[src/rtl/ps2_rx_scancode.sv]
// PS/2 keyboard receiver: synchronised, deglitched sampling, 11-bit frame checking with
// stall timeout, E0/F0 prefix folding and a first-word-fall-through event FIFO.
module ps2_rx_scancode #(
    parameter int unsigned CLK_DIV    = 250,
    parameter int unsigned FILT_LEN   = 4,
    parameter int unsigned TIMEOUT    = 4000,
    parameter int unsigned FIFO_DEPTH = 8
) (
    input  logic                                  CLK,
    input  logic                                  RST,
    input  logic                                  PS2_CLK,
    input  logic                                  PS2_DATA,
    output logic                                  EV_VALID,
    input  logic                                  EV_READY,
    output logic [7:0]                            EV_CODE,
    output logic                                  EV_EXT,
    output logic                                  EV_BREAK,
    output logic                                  FRAME_ERR,
    output logic                                  OVERFLOW,
    output logic [$clog2(FIFO_DEPTH+1)-1:0]       FIFO_LEVEL
);

    localparam int unsigned DW = (CLK_DIV > 1) ? $clog2(CLK_DIV) : 1;
    localparam int unsigned FW = $clog2(FILT_LEN + 1);
    localparam int unsigned TW = $clog2(TIMEOUT + 1);
    localparam int unsigned AW = $clog2(FIFO_DEPTH);
    localparam int unsigned LW = $clog2(FIFO_DEPTH + 1);
    localparam int unsigned EW = 10;

    localparam logic [1:0] ST_IDLE  = 2'd0;
    localparam logic [1:0] ST_SHIFT = 2'd1;
    localparam logic [1:0] ST_CHECK = 2'd2;

    logic          clk_s1, clk_s2, dat_s1, dat_s2;
    logic [DW-1:0] div_cnt;
    logic          tick_c;
    logic          filt_lvl;
    logic [FW-1:0] run_cnt;
    logic          fall_c;
    logic [10:0]   shreg;

    logic [1:0]    state, state_nx;
    logic [3:0]    bitcnt, bitcnt_nx;
    logic [TW-1:0] idle_cnt, idle_nx;
    logic          ext_pend, ext_nx, brk_pend, brk_nx;
    logic          err_nx, push_c, frame_ok_c;
    logic [7:0]    rx_byte_c;

    logic [EW-1:0] mem [FIFO_DEPTH];
    logic [AW-1:0] wr_ptr, rd_ptr;
    logic [LW-1:0] level_q, level_nx;
    logic          ev_valid_q, frame_err_q, overflow_q;
    logic          pop_c, full_c, push_ok_c;

    // Two-flop synchronisers; idle bus level is high
    always_ff @(posedge CLK) begin
        if (RST) begin
            clk_s1 <= 1'b1;
            clk_s2 <= 1'b1;
            dat_s1 <= 1'b1;
            dat_s2 <= 1'b1;
        end else begin
            clk_s1 <= PS2_CLK;
            clk_s2 <= clk_s1;
            dat_s1 <= PS2_DATA;
            dat_s2 <= dat_s1;
        end
    end

    assign tick_c = (div_cnt == DW'(CLK_DIV - 1));

    always_ff @(posedge CLK) begin
        if (RST)         div_cnt <= '0;
        else if (tick_c) div_cnt <= '0;
        else             div_cnt <= div_cnt + DW'(1);
    end

    // Filtered clock flips only after FILT_LEN consecutive disagreeing ticks
    always_ff @(posedge CLK) begin
        if (RST) begin
            filt_lvl <= 1'b1;
            run_cnt  <= '0;
        end else if (tick_c) begin
            if (clk_s2 != filt_lvl) begin
                if (run_cnt == FW'(FILT_LEN - 1)) begin
                    filt_lvl <= clk_s2;
                    run_cnt  <= '0;
                end else begin
                    run_cnt <= run_cnt + FW'(1);
                end
            end else begin
                run_cnt <= '0;
            end
        end
    end

    assign fall_c = tick_c && filt_lvl && !clk_s2 && (run_cnt == FW'(FILT_LEN - 1));

    always_ff @(posedge CLK) begin
        if (RST)         shreg <= '0;
        else if (fall_c) shreg <= {dat_s2, shreg[10:1]};
    end

    assign rx_byte_c  = shreg[8:1];
    assign frame_ok_c = !shreg[0] && shreg[10] && (^shreg[9:1]);

    always_ff @(posedge CLK) begin
        if (RST) state <= ST_IDLE;
        else     state <= state_nx;
    end

    // Frame sequencing, timeout and prefix folding
    always_comb begin
        state_nx  = state;
        bitcnt_nx = bitcnt;
        idle_nx   = idle_cnt;
        ext_nx    = ext_pend;
        brk_nx    = brk_pend;
        err_nx    = 1'b0;
        push_c    = 1'b0;
        case (state)
            ST_IDLE: begin
                if (fall_c) begin
                    state_nx  = ST_SHIFT;
                    bitcnt_nx = 4'd1;
                    idle_nx   = '0;
                end
            end
            ST_SHIFT: begin
                if (fall_c) begin
                    idle_nx   = '0;
                    bitcnt_nx = bitcnt + 4'd1;
                    if (bitcnt == 4'd10) state_nx = ST_CHECK;
                end else if (tick_c) begin
                    if (idle_cnt == TW'(TIMEOUT - 1)) begin
                        state_nx  = ST_IDLE;
                        bitcnt_nx = 4'd0;
                        idle_nx   = '0;
                        err_nx    = 1'b1;
                    end else begin
                        idle_nx = idle_cnt + TW'(1);
                    end
                end
            end
            ST_CHECK: begin
                state_nx  = ST_IDLE;
                bitcnt_nx = 4'd0;
                if (!frame_ok_c) begin
                    err_nx = 1'b1;
                    ext_nx = 1'b0;
                    brk_nx = 1'b0;
                end else if (rx_byte_c == 8'hE0) begin
                    ext_nx = 1'b1;
                end else if (rx_byte_c == 8'hF0) begin
                    brk_nx = 1'b1;
                end else begin
                    push_c = 1'b1;
                    ext_nx = 1'b0;
                    brk_nx = 1'b0;
                end
            end
            default: state_nx = ST_IDLE;
        endcase
    end

    always_ff @(posedge CLK) begin
        if (RST) begin
            bitcnt      <= '0;
            idle_cnt    <= '0;
            ext_pend    <= 1'b0;
            brk_pend    <= 1'b0;
            frame_err_q <= 1'b0;
        end else begin
            bitcnt      <= bitcnt_nx;
            idle_cnt    <= idle_nx;
            ext_pend    <= ext_nx;
            brk_pend    <= brk_nx;
            frame_err_q <= err_nx;
        end
    end

    // Event FIFO; a full FIFO still accepts a push when the head is popped that cycle
    assign pop_c     = ev_valid_q && EV_READY;
    assign full_c    = (level_q == LW'(FIFO_DEPTH));
    assign push_ok_c = push_c && (!full_c || pop_c);

    always_comb begin
        level_nx = level_q;
        case ({push_ok_c, pop_c})
            2'b10:   level_nx = level_q + LW'(1);
            2'b01:   level_nx = level_q - LW'(1);
            default: level_nx = level_q;
        endcase
    end

    always_ff @(posedge CLK) begin
        if (RST) begin
            for (int i = 0; i < FIFO_DEPTH; i++) mem[i] <= '0;
            wr_ptr     <= '0;
            rd_ptr     <= '0;
            level_q    <= '0;
            ev_valid_q <= 1'b0;
            overflow_q <= 1'b0;
        end else begin
            if (push_ok_c) begin
                mem[wr_ptr] <= {ext_pend, brk_pend, rx_byte_c};
                wr_ptr      <= wr_ptr + AW'(1);
            end
            if (pop_c) rd_ptr <= rd_ptr + AW'(1);
            level_q    <= level_nx;
            ev_valid_q <= (level_nx != '0);
            if (push_c && !push_ok_c) overflow_q <= 1'b1;
        end
    end

    assign EV_VALID   = ev_valid_q;
    assign EV_CODE    = mem[rd_ptr][7:0];
    assign EV_BREAK   = mem[rd_ptr][8];
    assign EV_EXT     = mem[rd_ptr][9];
    assign FRAME_ERR  = frame_err_q;
    assign OVERFLOW   = overflow_q;
    assign FIFO_LEVEL = level_q;

endmodule

[config.mk]
export PLATFORM = sky130hd
export DESIGN_NAME = ps2_rx_scancode
export DESIGN_NICKNAME = d
export VERILOG_FILES = /design/src/rtl/ps2_rx_scancode.sv
export SDC_FILE = /design/constraint.sdc
export NUM_CORES = 1
export LEC_CHECK = 0
export CELL_PAD_IN_SITES_DETAIL_PLACEMENT = 2
export CELL_PAD_IN_SITES_GLOBAL_PLACEMENT = 2
export CORE_ASPECT_RATIO = 1.75
export CORE_UTILIZATION = 46
export CTS_CLUSTER_DIAMETER = 200
export DETAILED_ROUTE_END_ITERATION = 16
export PLACE_DENSITY_LB_ADDON = 0.1
export SYNTH_ARGS = -nofsm -noshare
export SYNTH_HDL_FRONTEND = slang
export SYNTH_SLANG_ARGS = --single-unit
[constraint.sdc]
create_clock -name CLK -period 5.45 [get_ports CLK]
set_input_delay 1.09 -clock CLK [delete_from_list [all_inputs] [get_ports CLK]]
set_output_delay 1.09 -clock CLK [all_outputs]
set_load 0.03 [all_outputs]
==> flow_summary_export.csv <==
group,metric,value,unit
floorplan,start_util,47.2,%
floorplan,die-area,15300,um2
yosys,synth_nets,595,
yosys,syn-cell-area,6790,um2
flow_run,cap_violations,0,
sta,slew_headroom,27.8,%
placed_design,dp_hpwl,13.3,mm
cells_and_area,nFillCells,1381,
cells_and_area,drive_gt1_share,16.1,%
yosys,synthDistinctLibCells,61,
global_routing,grt_use_met2,57.4,%
sta,setup_ws,1500,ps
floorplan,rows,58,
cells_and_area,areaGrowthSynthToFinish,13.9,%
global_routing,grt_overflow,0,
drt,wirelength,20.9,mm
sta,fmax,253,MHz
sta,skew,12.7,ps
sta,period_share,72.5,%
cells_and_area,final_cell_count_no_fill,778,
global_routing,antenna_found_initial,0,
placed_design,place_congestion,0.789,
sta,fin_crit,3950,ps
clocking,post_cts_buffers,0,
setup_path,crit_chain,"mux4_2 > mux2_2 > clkdlybuf4s50_1",
power_and_ir_drop,p_leak,2.73,nW
clocking,cts-resized-gates,0,
placed_design,io_buffers,21,
setup_path,path_depth,3,
global_routing,use_met1,28.3,%
setup_path,crit_slowest_cell,"dfxtp_1",
setup_path,path_buf_inv,1,
yosys,synth_edf_count,80,
clocking,insertion_delay,430,ps
cells_and_area,nNetsFinal,609,
sta,tightest_slew,1080,ps
global_routing,grt_pass1_wl,32.1,mm
setup_path,cp-start-kind,"register",
drt,wl_per_cell,26.8,um
worst_hold_path,hold_class,"reg -> reg",
power_and_ir_drop,ir_drop,0.221,mV
clocking,cts.sinks,143,
yosys,postSynthAreaPerCell,11.9,um2
setup_path,critical-path-max-stage-delay,1030,ps
floorplan,core,14400,um2
power_and_ir_drop,switchingPower,740,uW
floorplan,die_h,163,um
drt,drt-initial-drc-count,236,
sta,maxSlewViolCount,0,
setup_path,path_max_fanout,20,
clocking,cts_buffer_depth,2,
clocking,cts-root-buf,"clkbuf_16",
floorplan,dieWidth,93.8,um
global_routing,busiest_layer,"met2",
drt,drt-vias-per-instance,5.89,
global_routing,grt_max_degree,58,
drt,drc,0,
yosys,synth.ff_latch_count,143,
clocking,clk_pin_slew,60,ps
power_and_ir_drop,switching_share,26.1,%
cells_and_area,layout_commonest_cell,"edfxtp_1",
yosys,ys_seq_area_share,54.0,%
cells_and_area,diodes,0,
sta,rsz0062_at_grt,"false",
floorplan,ios,22,
cells_and_area,fin_util,53.8,%
yosys,yosys_warnings,0,
power_and_ir_drop,combPwrFrac,12.3,%
placed_design,post-place-ws,1590,ps
clocking,cts_tree,"done",
sta,finalSetupViolCount,0,
drt,dr.pass1.iters,4,
setup_path,arrival,2860,ps
power_and_ir_drop,powerDensity,367,nW/um2
worst_hold_path,min_delay_path_depth,1,
cells_and_area,final_cell_mix,"80 x edfxtp_1, 75 x and2_1, 67 x nor2_1",
setup_path,critical_path_class,"reg -> out",
placed_design,dpl.cell_count,746,
setup_path,r2r-start,"shreg[2]$_SDFFE_PP0P_",
clocking,hold_buffers,0,
global_routing,grt_pass1_vias,5316,
outcome,outcome,"completed",
setup_path,reg2reg_depth,12,
yosys,synthCells,571,
yosys,synthArstFlopShare,0,%
power_and_ir_drop,seqPwrFrac,42.6,%
drt,via_count,4583,
sta,final_hold_viol_count,0,
setup_path,critPathRequiredTime,4360,ps
clocking,cts_buffers,17,
sta,tns,0,ps
yosys,ys.flop_type,"edfxtp_1",
power_and_ir_drop,p_int,2.10,mW
drt,drtAntennaViolNets,0,
global_routing,grt_use_met3,4.11,%
worst_hold_path,worstHoldStart,"clk_s1$_SDFF_PP1_",
power_and_ir_drop,clkPwrFrac,45.1,%
global_routing,grt.total_usage,29.9,%
setup_path,end_kind,"primary output",
clocking,htree_levels,4,
sta,holdWs,413,ps
setup_path,crit_family,"flip-flops",
Yosys cell counts, types with 3 or more instances:
| library cell | n | area (um2) |
|---|---|---|
| nor3_1 | 16 | 80.1 |
| nor3_2 | 3 | 30.0 |
| o21ai_1 | 3 | 15.0 |
| nor4_4 | 5 | 106 |
| nand3_1 | 12 | 60.1 |
| mux2i_1 | 11 | 110 |
| or2_2 | 13 | 81.3 |
| nand3b_1 | 4 | 30.0 |
| nand2_1 | 19 | 71.3 |
| a21oi_1 | 16 | 80.1 |
| mux2_2 | 11 | 124 |
| nand2b_1 | 6 | 37.5 |
| o21ai_0 | 6 | 30.0 |
| clkbuf_1 | 12 | 45.0 |
| ha_1 | 18 | 225 |
| dfxtp_1 | 63 | 1260 |
| inv_1 | 18 | 67.6 |
| mux4_2 | 20 | 450 |
| xnor2_1 | 12 | 105 |
| nand4_1 | 6 | 37.5 |
| buf_4 | 5 | 37.5 |
| buf_2 | 9 | 45.0 |
| and2_1 | 75 | 469 |
| o22ai_1 | 3 | 18.8 |
| nor2_1 | 67 | 251 |
| and3_1 | 4 | 25.0 |
| xor2_1 | 14 | 123 |
| edfxtp_1 | 80 | 2400 |
registers in the layout, summed over array words and instances, names as in the netlist, 2 cells and up, named ones only:
name,count
mem,80
idle_cnt,12
shreg,11
div_cnt,8
FIFO_LEVEL,4
bitcnt,4
rd_ptr,3
run_cnt,3
wr_ptr,3
state,2
per-stage QoR:
stage | power (mW) | instance area [um2]
global route | 2.91 | 7730
finish | 2.84 | 7730
floorplan | 1.45 | 6790
detailed placement | 1.57 | 7100
CTS | 2.86 | 7730
global placement | 1.55 | 7100
worst paths after layout:
kind	slack (ps)	endpoint
max	1500	EV_CODE[3]
min	410	clk_s2$_SDFF_PP1_
max reg2reg	1660	EV_VALID$_SDFF_PP0_
min reg2reg	410	clk_s2$_SDFF_PP1_
cell families after synthesis:
family / count (synthesis) / share of synthesized area (%)
AND/OR/NAND/NOR: 242 / 20.4
AO/OA/AOI/OAI: 49 / 4.83
adder cells (fa/ha/maj): 19 / 3.61
multiplexers: 42 / 10.1
buffers and inverters: 48 / 3.21
flip-flops: 143 / 54.0
XOR/XNOR: 28 / 3.94
power by group through the flow:
stage          sequential (mW)  clock (mW)  combinational [mW]
2_1_floorplan             1.23           0               0.222
3_3_place_gp              1.23           0               0.328
3_5_place_dp              1.23           0               0.340
4_1_cts                   1.21        1.29               0.355
5_1_grt                   1.21        1.33               0.373
6_report                  1.21        1.28               0.349
layer usage:
layer,wire length [um],vias up
met5,0,-
met4,1250,0
met3,478,64
met2,12200,119
met1,6930,2345
li1,-,2055
area by class of cell:
class                      instances  area [um2]  share of cell area [%]
tap                              180         225                    2.91
clock buffer                      17         425                    5.50
clock inverter                    15         208                    2.69
inverter                          19        71.3                   0.922
timing repair buffer              24         228                    2.94
multi-input combinational        380        2910                    37.7
sequential                       143        3660                    47.4
Power figures use the tool's default switching activity.
